===== src/rtl/inst_decode_stage.sv =====
// Registered decode stage for the 17-opcode ISA (NOP..JML) with a valid/ready handshake on both sides.
// Optional load-use interlock is enabled by defining DEC_HAZARD_EN.
module inst_decode_stage #(
    parameter  int OPC_W  = 5,
    parameter  int RA_W   = 3,
    parameter  int SH_W   = 3,
    parameter  int CNT_W  = 16,
    localparam int INST_W = OPC_W + 3*RA_W + SH_W
) (
    input  logic              clk,
    input  logic              rst,
    input  logic              in_valid,
    output logic              in_ready,
    input  logic [INST_W-1:0] inst_in,
    input  logic              flush,
    output logic              out_valid,
    input  logic              out_ready,
    output logic [RA_W-1:0]   DA,
    output logic [RA_W-1:0]   AA,
    output logic [RA_W-1:0]   BA,
    output logic [SH_W-1:0]   SH,
    output logic [3:0]        FS,
    output logic [1:0]        BS,
    output logic [1:0]        MD,
    output logic              PS,
    output logic              MW,
    output logic              RW,
    output logic              MA,
    output logic              MB,
    output logic              CS,
    output logic              OE,
    output logic              ill_op,
    output logic              ill_seen,
    output logic [CNT_W-1:0]  stall_cnt,
    output logic [CNT_W-1:0]  issue_cnt
);

    localparam logic [OPC_W-1:0] OP_NOP  = OPC_W'(0);
    localparam logic [OPC_W-1:0] OP_ADD  = OPC_W'(1);
    localparam logic [OPC_W-1:0] OP_OUT  = OPC_W'(2);
    localparam logic [OPC_W-1:0] OP_SLT  = OPC_W'(3);
    localparam logic [OPC_W-1:0] OP_AND  = OPC_W'(4);
    localparam logic [OPC_W-1:0] OP_LD   = OPC_W'(5);
    localparam logic [OPC_W-1:0] OP_SBI  = OPC_W'(6);
    localparam logic [OPC_W-1:0] OP_LSL  = OPC_W'(7);
    localparam logic [OPC_W-1:0] OP_IN   = OPC_W'(8);
    localparam logic [OPC_W-1:0] OP_XRI  = OPC_W'(9);
    localparam logic [OPC_W-1:0] OP_ADI  = OPC_W'(10);
    localparam logic [OPC_W-1:0] OP_BZ   = OPC_W'(11);
    localparam logic [OPC_W-1:0] OP_BNZ  = OPC_W'(12);
    localparam logic [OPC_W-1:0] OP_ST   = OPC_W'(13);
    localparam logic [OPC_W-1:0] OP_MOVA = OPC_W'(14);
    localparam logic [OPC_W-1:0] OP_JMP  = OPC_W'(15);
    localparam logic [OPC_W-1:0] OP_JML  = OPC_W'(16);

    logic [OPC_W-1:0] w_opc;
    logic [RA_W-1:0]  w_f_da, w_f_aa, w_f_ba, w_da, w_aa, w_ba;
    logic [SH_W-1:0]  w_sh;
    logic [3:0]       w_fs;
    logic [1:0]       w_bs, w_md;
    logic             w_ps, w_mw, w_rw, w_ma, w_mb, w_cs, w_oe, w_ill;
    logic             w_uses_a, w_uses_b, w_is_ld;
    logic             w_load_en, w_hazard, w_take;

    assign w_opc  = inst_in[INST_W-1 -: OPC_W];
    assign w_f_da = inst_in[INST_W-OPC_W-1 -: RA_W];
    assign w_f_aa = inst_in[INST_W-OPC_W-RA_W-1 -: RA_W];
    assign w_f_ba = inst_in[INST_W-OPC_W-2*RA_W-1 -: RA_W];

    // Instruction decoder: opcode to datapath controls and register-use flags
    always_comb begin
        w_da     = w_f_da;
        w_aa     = w_f_aa;
        w_ba     = '0;
        w_sh     = '0;
        w_fs     = 4'd0;
        w_bs     = 2'd0;
        w_md     = 2'd0;
        w_ps     = 1'b0;
        w_mw     = 1'b0;
        w_rw     = 1'b0;
        w_ma     = 1'b0;
        w_mb     = 1'b0;
        w_cs     = 1'b0;
        w_oe     = 1'b0;
        w_ill    = 1'b0;
        w_uses_a = 1'b1;
        w_uses_b = 1'b0;
        w_is_ld  = 1'b0;
        case (w_opc)
            OP_NOP:  begin w_da = '0; w_aa = '0; w_uses_a = 1'b0; end
            OP_ADD:  begin w_rw = 1'b1; w_fs = 4'd1; w_ba = w_f_ba; w_uses_b = 1'b1; end
            OP_OUT:  begin w_fs = 4'd2; w_oe = 1'b1; w_ba = w_f_ba; w_uses_b = 1'b1; end
            OP_SLT:  begin w_rw = 1'b1; w_fs = 4'd3; w_ba = w_f_ba; w_md = 2'd2; w_uses_b = 1'b1; end
            OP_AND:  begin w_rw = 1'b1; w_fs = 4'd4; w_ba = w_f_ba; w_uses_b = 1'b1; end
            OP_LD:   begin w_rw = 1'b1; w_fs = 4'd5; w_md = 2'd1; w_is_ld = 1'b1; end
            OP_SBI:  begin w_rw = 1'b1; w_fs = 4'd6; w_ba = w_f_ba; w_uses_b = 1'b1; end
            OP_LSL:  begin w_rw = 1'b1; w_fs = 4'd7; w_ba = w_f_ba; w_sh = inst_in[SH_W-1:0]; w_uses_b = 1'b1; end
            OP_IN:   begin w_rw = 1'b1; w_fs = 4'd8; w_uses_a = 1'b0; end
            OP_XRI:  begin w_rw = 1'b1; w_fs = 4'd9; w_ba = w_f_ba; w_mb = 1'b1; w_uses_b = 1'b1; end
            OP_ADI:  begin w_rw = 1'b1; w_fs = 4'd10; w_mb = 1'b1; end
            OP_BZ:   begin w_fs = 4'd11; w_bs = 2'b01; w_mb = 1'b1; w_cs = 1'b1; w_da = '0; end
            OP_BNZ:  begin w_fs = 4'd12; w_bs = 2'b01; w_ps = 1'b1; w_mb = 1'b1; w_cs = 1'b1; w_da = '0; end
            OP_ST:   begin w_mw = 1'b1; w_ba = w_f_ba; w_uses_b = 1'b1; end
            OP_MOVA: begin w_rw = 1'b1; w_fs = 4'd13; end
            OP_JMP:  begin w_bs = 2'b11; w_mb = 1'b1; w_cs = 1'b1; w_da = '0; w_aa = '0; w_uses_a = 1'b0; end
            OP_JML:  begin w_bs = 2'b10; w_rw = 1'b1; w_mb = 1'b1; w_cs = 1'b1; end
            default: begin w_da = '0; w_aa = '0; w_ill = 1'b1; w_uses_a = 1'b0; end
        endcase
    end

    assign w_load_en = !out_valid | out_ready;
    assign in_ready  = w_load_en & !w_hazard & !flush;
    assign w_take    = w_load_en & in_valid & !w_hazard & !flush;

`ifdef DEC_HAZARD_EN
    typedef enum logic {RUN = 1'b0, LDP = 1'b1} hz_state_t;
    hz_state_t        r_state;
    logic [RA_W-1:0]  r_ld_da;
    logic [CNT_W-1:0] r_stall_cnt;

    assign w_hazard = (r_state == LDP) & in_valid &
                      ((w_uses_a & (w_f_aa == r_ld_da)) | (w_uses_b & (w_f_ba == r_ld_da)));
    assign stall_cnt = r_stall_cnt;

    // Load-use tracker: LDP while an LD sits in the output register; a hit inserts one bubble
    always_ff @(posedge clk or posedge rst) begin
        if (rst) begin
            r_state     <= RUN;
            r_ld_da     <= '0;
            r_stall_cnt <= '0;
        end else if (flush) begin
            r_state <= RUN;
        end else if (w_load_en & w_hazard) begin
            r_state <= RUN;
            if (r_stall_cnt != {CNT_W{1'b1}}) begin
                r_stall_cnt <= r_stall_cnt + CNT_W'(1);
            end
        end else if (w_take) begin
            r_state <= w_is_ld ? LDP : RUN;
            r_ld_da <= w_da;
        end
    end
`else
    logic w_unused_hz;
    assign w_unused_hz = &{1'b0, w_uses_a, w_uses_b, w_is_ld};
    assign w_hazard    = 1'b0;
    assign stall_cnt   = '0;
`endif

    logic [RA_W-1:0]  r_da, r_aa, r_ba;
    logic [SH_W-1:0]  r_sh;
    logic [3:0]       r_fs;
    logic [1:0]       r_bs, r_md;
    logic             r_ps, r_mw, r_rw, r_ma, r_mb, r_cs, r_oe, r_ill, r_ill_seen, r_out_valid;
    logic [CNT_W-1:0] r_issue_cnt;

    // Output pipeline register; a flushed or bubbled slot keeps stale controls with out_valid low
    always_ff @(posedge clk or posedge rst) begin
        if (rst) begin
            r_out_valid <= 1'b0;
            r_da <= '0; r_aa <= '0; r_ba <= '0; r_sh <= '0;
            r_fs <= 4'd0; r_bs <= 2'd0; r_md <= 2'd0;
            r_ps <= 1'b0; r_mw <= 1'b0; r_rw <= 1'b0; r_ma <= 1'b0;
            r_mb <= 1'b0; r_cs <= 1'b0; r_oe <= 1'b0; r_ill <= 1'b0;
            r_ill_seen  <= 1'b0;
            r_issue_cnt <= '0;
        end else begin
            if (r_out_valid & out_ready & (r_issue_cnt != {CNT_W{1'b1}})) begin
                r_issue_cnt <= r_issue_cnt + CNT_W'(1);
            end
            if (flush) begin
                r_out_valid <= 1'b0;
            end else if (w_take) begin
                r_out_valid <= 1'b1;
                r_da <= w_da; r_aa <= w_aa; r_ba <= w_ba; r_sh <= w_sh;
                r_fs <= w_fs; r_bs <= w_bs; r_md <= w_md;
                r_ps <= w_ps; r_mw <= w_mw; r_rw <= w_rw; r_ma <= w_ma;
                r_mb <= w_mb; r_cs <= w_cs; r_oe <= w_oe; r_ill <= w_ill;
                if (w_ill) begin
                    r_ill_seen <= 1'b1;
                end
            end else if (w_load_en) begin
                r_out_valid <= 1'b0;
            end
        end
    end

    assign out_valid = r_out_valid;
    assign DA = r_da;  assign AA = r_aa;  assign BA = r_ba;  assign SH = r_sh;
    assign FS = r_fs;  assign BS = r_bs;  assign MD = r_md;
    assign PS = r_ps;  assign MW = r_mw;  assign RW = r_rw;  assign MA = r_ma;
    assign MB = r_mb;  assign CS = r_cs;  assign OE = r_oe;
    assign ill_op    = r_ill;
    assign ill_seen  = r_ill_seen;
    assign issue_cnt = r_issue_cnt;

endmodule


===== config.mk =====
export PLATFORM = sky130hd
export DESIGN_NAME = inst_decode_stage
export DESIGN_NICKNAME = d
export VERILOG_FILES = /design/src/rtl/inst_decode_stage.sv
export SDC_FILE = /design/constraint.sdc
export NUM_CORES = 1
export LEC_CHECK = 0
export CAP_MARGIN = 20
export CORE_MARGIN = 2
export CORE_UTILIZATION = 41
export CTS_BUF_LIST = sky130_fd_sc_hd__clkbuf_4
export CTS_CLUSTER_DIAMETER = 100
export DETAILED_ROUTE_END_ITERATION = 7
export PLACE_DENSITY = 0.87
export SETUP_SLACK_MARGIN = 0.02
export SYNTH_ARGS = -nofsm -noshare
export SYNTH_HDL_FRONTEND = slang
export SYNTH_SLANG_ARGS = --single-unit

===== constraint.sdc =====
create_clock -name clk -period 1.83 [get_ports clk]
set_clock_uncertainty 0.2 [all_clocks]
set_input_delay 0.2745 -clock clk [delete_from_list [all_inputs] [get_ports clk]]
set_output_delay 0.2745 -clock clk [all_outputs]
set_load 0.005 [all_outputs]

==> flow_metrics.env, run 1 <==
export IMPL_cts_path_max_buffers=2
export IMPL_clk_pin_slew_worst_paths_ps=140
export IMPL_vias=2101
export IMPL_outcome="finished, violations left"
export IMPL_fin_crit_sh=1.01
export IMPL_routabilityCongestion=0.907
export IMPL_cts_root_buf="clkbuf_4"
export IMPL_synth_edff_count=0
export IMPL_hold_buffers=0
export IMPL_multi_input_area_sq_um=1150
export IMPL_cts_max_level=2
export IMPL_wire_per_inst_microns=14.8
export IMPL_dp_hpwl_microns=4290
export IMPL_vias_per_cell=4.97
export IMPL_port_buffers=67
export IMPL_finalWirelength_microns=6260
export IMPL_seqCellArea_sq_um=1130
export IMPL_violations="negative setup slack"
export IMPL_syn_inst=216
export IMPL_synthToLayoutAreaGrowth_pct=60.4
export IMPL_coreArea_sq_um=5440
export IMPL_yosys_warnings=0
export IMPL_die_w_microns=78.5
export IMPL_powerDensity_nw_per_um2=696
export IMPL_period_minus_slack_ps=1850
export IMPL_grt_pass1_vias=2089
export IMPL_cellLeakagePower_nw=1.82
export IMPL_synth_flop_cell="dfrtp_1"
export IMPL_synthArstFlopShare=1.00
export IMPL_crit_required_ps=1890
export IMPL_track_usage=0.198
export IMPL_cts_tree="yes"
export IMPL_placed_area_sq_um=3350
export IMPL_crit_fanout=5
export IMPL_grt_pass1_wl_microns=9720
export IMPL_die_y_microns=78.5
export IMPL_antennaDiodeCount=0
export IMPL_synth_cell_type_count=50
export IMPL_syn_avg_cell_area_sq_um=10.5
export IMPL_drv_slew=0
export IMPL_cts_num_sinks=45
export IMPL_finalInstanceArea_sq_um=3650
export IMPL_arrival_ps=1910
export IMPL_hold_viol=0
export IMPL_ant_nets=0
export IMPL_synth_area_sq_um=2280
export IMPL_setup_viol=3
export IMPL_synth_seq_cells=45
export IMPL_fillCellCount=435
export IMPL_setup_ws_ps=-19.2
export IMPL_antenna_found_initial=0
export IMPL_rows=27
export IMPL_grt_max_degree=46
export IMPL_drt_iter0_markers=115
export IMPL_initial_core_util=0.419
export IMPL_startpoint="issue_cnt[1]"
export IMPL_hold_slack_ps=58.0
export IMPL_insertion_delay_ps=350
export IMPL_cp_start_kind="register"
export IMPL_drive_above_1_share=0.311
export IMPL_firstDrtPassIters=4
export IMPL_die_area_sq_um=6170
export IMPL_cts_buffers=5
export IMPL_fmax_mhz=541
export IMPL_nets=373
export IMPL_rsz0062_at_grt="yes"
export IMPL_io_pin_count=85
export IMPL_peakVddDrop_mv=0.574
export IMPL_cap_violations=0
export IMPL_ys_seq_area_frac=0.495
export IMPL_overflow=0
export IMPL_r2r_start="issue_cnt[1]"
export IMPL_crit_type="reg2reg"
export IMPL_route_detailed_drc=0
export IMPL_hold_path_class="in2async"
export IMPL_end_kind="register"
## cell type report
cell class                 count  area share
timing repair buffer         137       0.332
multi-input combinational    157       0.316
sequential                    45       0.309
tap                           72      0.0247
clock buffer                   6      0.0123
inverter                       4     0.00411
clock inverter                 2     0.00274
## cell usage after synthesis, types with 2 or more instances
cell type | n | area, sq um
inv_1 | 4 | 15.0
nor3b_1 | 4 | 30.0
xor2_1 | 8 | 70.1
a22o_1 | 9 | 78.8
o41ai_1 | 2 | 17.5
or2_2 | 3 | 18.8
o22ai_1 | 2 | 12.5
nand3_1 | 10 | 50.1
and3_1 | 4 | 25.0
o21ai_0 | 2 | 10.0
o31ai_1 | 4 | 30.0
nand4_1 | 3 | 18.8
nand2_1 | 25 | 93.8
a21oi_1 | 7 | 35.0
o22a_1 | 3 | 26.3
clkbuf_1 | 6 | 22.5
buf_2 | 3 | 15.0
dfrtp_1 | 45 | 1130
a21o_1 | 3 | 22.5
nand2b_1 | 3 | 18.8
nor4_1 | 4 | 25.0
buf_4 | 17 | 128
nor2b_1 | 3 | 18.8
a211oi_1 | 3 | 22.5
nor2_1 | 5 | 18.8
xnor2_1 | 5 | 43.8
mux2_2 | 2 | 22.5
nor3_1 | 5 | 25.0
## registers in the layout (all words and copies together) (netlist names), 2 cells and up
| signal | flops |
|---|---|
| MD | 2 |
| issue_cnt | 16 |
| FS | 4 |
| DA | 3 |
| AA | 3 |
| BA | 3 |
| BS | 2 |
| SH | 3 |
## power by group
part,total (mW),internal (mW),switching (mW)
sequential,1.19,1.10,0.0912
combinational,0.869,0.517,0.352
clock,0.477,0.162,0.315
## kinds of logic after synthesis
kind of cell             Yosys count  share of synthesized area
multiplexers                       4                     0.0209
AND/OR/NAND/NOR                   80                      0.208
buffers and inverters             30                     0.0791
other                              1                    0.00165
flip-flops                        45                      0.495
adder cells (fa/ha/maj)            1                    0.00549
AO/OA/AOI/OAI                     42                      0.141
XOR/XNOR                          13                     0.0500
## path summary, 6_finish.rpt
kind	cells past startpoint	endpoint	slack [ps]
min	3	issue_cnt[3]	60
min in group clk	3	DA[0]	260
min reg2reg	1	ill_seen	280
max	5	issue_cnt[1]	-20
max reg2reg	5	issue_cnt[1]	-20
max in group asynchronous	3	ill_op	1150
## critical path, stage by stage, from the launching register on
cell     delay, ps
dfrtp_1        430
ha_4           180
nand4_4        110
nor4_4         390
nor2_2         120
mux2_4         320
## layer usage
| metal | vias up | track usage | wire, microns |
|---|---|---|---|
| li1 | 1007 | - | - |
| met1 | 1012 | 0.256 | 2650 |
| met2 | 74 | 0.344 | 3240 |
| met3 | 8 | 0.0379 | 302 |
| met4 | 0 | 0.0439 | 61 |
| met5 | - | 0 | 0 |
## metrics by stage
stage                     std cells  TNS (ps)  setup WS [ps]  power (mW)   util
after floorplan                 232    -0.739         -0.739        1.49      -
after global placement          398     -6910           -330        1.90  0.615
after detailed placement        398     -7790           -326        1.93  0.615
after CTS                       417         0           9.43        2.46  0.639
after global routing            423      -578          -92.2        2.69  0.671
final                           423     -43.9          -19.2        2.54  0.671
## cell usage in the layout, fill, tap and decap left out, drive strengths merged, types with 5 or more instances in the layout
cell type      synthesis  final
buf                   20     70
clkdlybuf4s50          0     51
dfrtp                 45     45
nand2                 25     25
conb                   1     17
dlygate4sd2            0     12
nand3                 10     10
a22o                   9      9
xor2                   8      8
a21oi                  7      7
clkbuf                 6      6
nor2                   6      6
nor4                   6      6
xnor2                  5      5
nand4                  5      5
nor3                   5      5
## timing repair
item                                    in CTS  in global routing
endpoints found under the setup margin      14                 29
gates resized for setup                     17                 24
pin swaps                                    0                  5
buffers inserted                            11                  6
No activity file was read; power rests on OpenSTA's default activity.
==> run 2: changes to the inputs <==
Settings changed: ABC_AREA set to 0.
==> results of run 2 <==
No change in the layout: final DEF, timing and power equal those of run 1.
==> run 3: changes to the inputs <==
Settings changed: CORE_MARGIN 2 to 1.
==> run 3 against run 2 <==
The flow now finishes without violations. Critical path depth is 1 higher. Final cell count is 2.8% lower. Non-clock buffer count is 10 lower. Register-to-register slack better by 60 ps. Count of clock-buffer cells in the layout is 1 lower. Sequential power hardly changed. Setup slack better by 63 ps. Fmax is 3.5% higher. Design area is 4.2% lower. Worst hold slack worse by 3.7 ps. Power is 6.3% lower. Die area is 5.0% lower.
==> flow_metrics.env, run 3 (synthesis gave the netlist of run 1 again) <==
export IMPL_outcome="complete, no violations"
export IMPL_synthToLayoutAreaGrowth_pct=53.6
export IMPL_io_pin_count=85
export IMPL_port_buffers=67
export IMPL_path_buf_inv=1
export IMPL_cts_tree="yes"
export IMPL_fillCellCount=433
export IMPL_cts_path_max_buffers=2
export IMPL_period_minus_slack_ps=1790
export IMPL_hold_path_class="in2async"
export IMPL_largest_reg_flops=16
export IMPL_hold_buffers=0
export IMPL_firstDrtPassIters=4
export IMPL_fin_crit_sh=0.976
export IMPL_antennaDiodeCount=0
export IMPL_cts_buffers=5
export IMPL_cts_num_sinks=45
export IMPL_final_cell_mix="54 x buf_4, 52 x clkdlybuf4s50_1, 44 x dfrtp_1"
export IMPL_die_y_microns=76.5
export IMPL_routabilityCongestion=0.854
export IMPL_cp_slowest_stage_delay_ps=380
export IMPL_coreArea_sq_um=5240
export IMPL_antenna_found_initial=0
export IMPL_insertion_delay_ps=350
export IMPL_rows=26
export IMPL_path_cells="ha_2, nand4_4, nor4_2, buf_4, nand3_1, xnor2_1"
export IMPL_placed_area_sq_um=3300
export IMPL_crit_type="reg2reg"
export IMPL_final_core_util=0.668
export IMPL_grt_max_degree=46
export IMPL_cp_start_kind="register"
export IMPL_finalInstanceArea_sq_um=3500
export IMPL_die_w_microns=76.5
export IMPL_critical_path_slowest_cell="dfrtp_1"
export IMPL_hold_viol=0
export IMPL_drive_above_1_share=0.276
export IMPL_vias_per_cell=5.09
export IMPL_overflow=0
export IMPL_crit_required_ps=1880
export IMPL_cts_max_level=2
export IMPL_wire_per_inst_microns=14.2
export IMPL_crit_fanout=4
export IMPL_setup_viol=0
export IMPL_die_area_sq_um=5860
export IMPL_dp_hpwl_microns=4170
export IMPL_ant_nets=0
export IMPL_drt_iter0_markers=82
export IMPL_cap_violations=0
export IMPL_mostFrequentLayoutCell="buf_4"
export IMPL_drv_slew=0
export IMPL_grt_pass1_vias=2014
export IMPL_path_delay_family="simple AND/OR/NAND/NOR gates"
export IMPL_grt_pass1_wl_microns=9540
export IMPL_nets=363
export IMPL_clk_pin_slew_worst_paths_ps=130
export IMPL_arrival_ps=1840
export IMPL_cellLeakagePower_nw=1.71
export IMPL_end_kind="register"
export IMPL_cts_root_buf="clkbuf_4"
export IMPL_finalWirelength_microns=5850
export IMPL_initial_core_util=0.435
export IMPL_powerDensity_nw_per_um2=681
export IMPL_vias=2092
export IMPL_rsz0062_at_grt="yes"
export IMPL_fmax_mhz=560
export IMPL_peakVddDrop_mv=0.856
export IMPL_route_detailed_drc=0
export IMPL_track_usage=0.204
[run 3: cell count changes in the layout (fill, tap and decap cells not counted), moves of 2 or more]
| cell | before | now |
|---|---|---|
| nor3_2 | 3 | 1 |
| nor3_1 | 2 | 4 |
| buf_6 | 3 | 5 |
| buf_4 | 66 | 54 |
| clkinv_1 | 0 | 2 |
| nor4b_2 | 0 | 2 |
[run 3: what timing repair did]
item,in CTS,in global routing
pin swaps,0,6
endpoints found under the setup margin,15,28
hold endpoints to repair,0,0
resized for setup,19,13
setup buffers,9,4
[run 3: final timing paths]
kind                              start       endpoint  slack [ps]  depth (start not counted)
max in group asynchronous           rst   issue_cnt[4]        1140                          3
min reg2reg                       FS[3]          FS[3]         290                          1
max reg2reg                issue_cnt[1]  issue_cnt[12]          40                          6
min                                 rst          DA[1]          50                          3
max                        issue_cnt[1]  issue_cnt[12]          40                          6
min in group clk             inst_in[9]          DA[0]         260                          3
[run 3: area by class of cell]
cell class | instances | area [sq um] | area share
flip-flops and latches | 45 | 1130 | 0.322
repair buffers | 127 | 1140 | 0.325
clock inverters | 3 | 12.5 | 0.00358
well taps | 70 | 87.6 | 0.0250
clock buffers | 5 | 37.5 | 0.0107
inverters | 4 | 15.0 | 0.00429
multi-input cells | 157 | 1080 | 0.309
[run 3: power by group]
part,switching (mW),internal (mW)
Sequential,0.0645,1.10
Combinational,0.319,0.450
Clock,0.305,0.140
Total,0.689,1.69
[run 3: metal layers]
layer	vias to the layer above	GRT usage	wire length, microns
met5	-	0	0
met4	0	0.0481	36
met3	8	0.0539	313
met2	81	0.348	2990
met1	1011	0.258	2510
li1	992	-	-
[run 3: stage by stage]
step	setup slack [ps]	hold slack, ps	total power, mW	std cells	TNS [ps]
6_report	43.8	54.2	2.38	411	0
5_1_grt	-55.8	67.9	2.53	411	-123
4_1_cts	30.8	53.3	2.39	407	0
3_5_place_dp	-323	269	1.93	390	-8290
3_3_place_gp	-266	260	1.91	390	-7110
2_1_floorplan	-0.739	141	1.49	232	-0.739
[run 3: tightest hold or removal path: stages]
cell,delay [ps]
clkdlybuf4s50_1,410
inv_2,70
buf_12,240
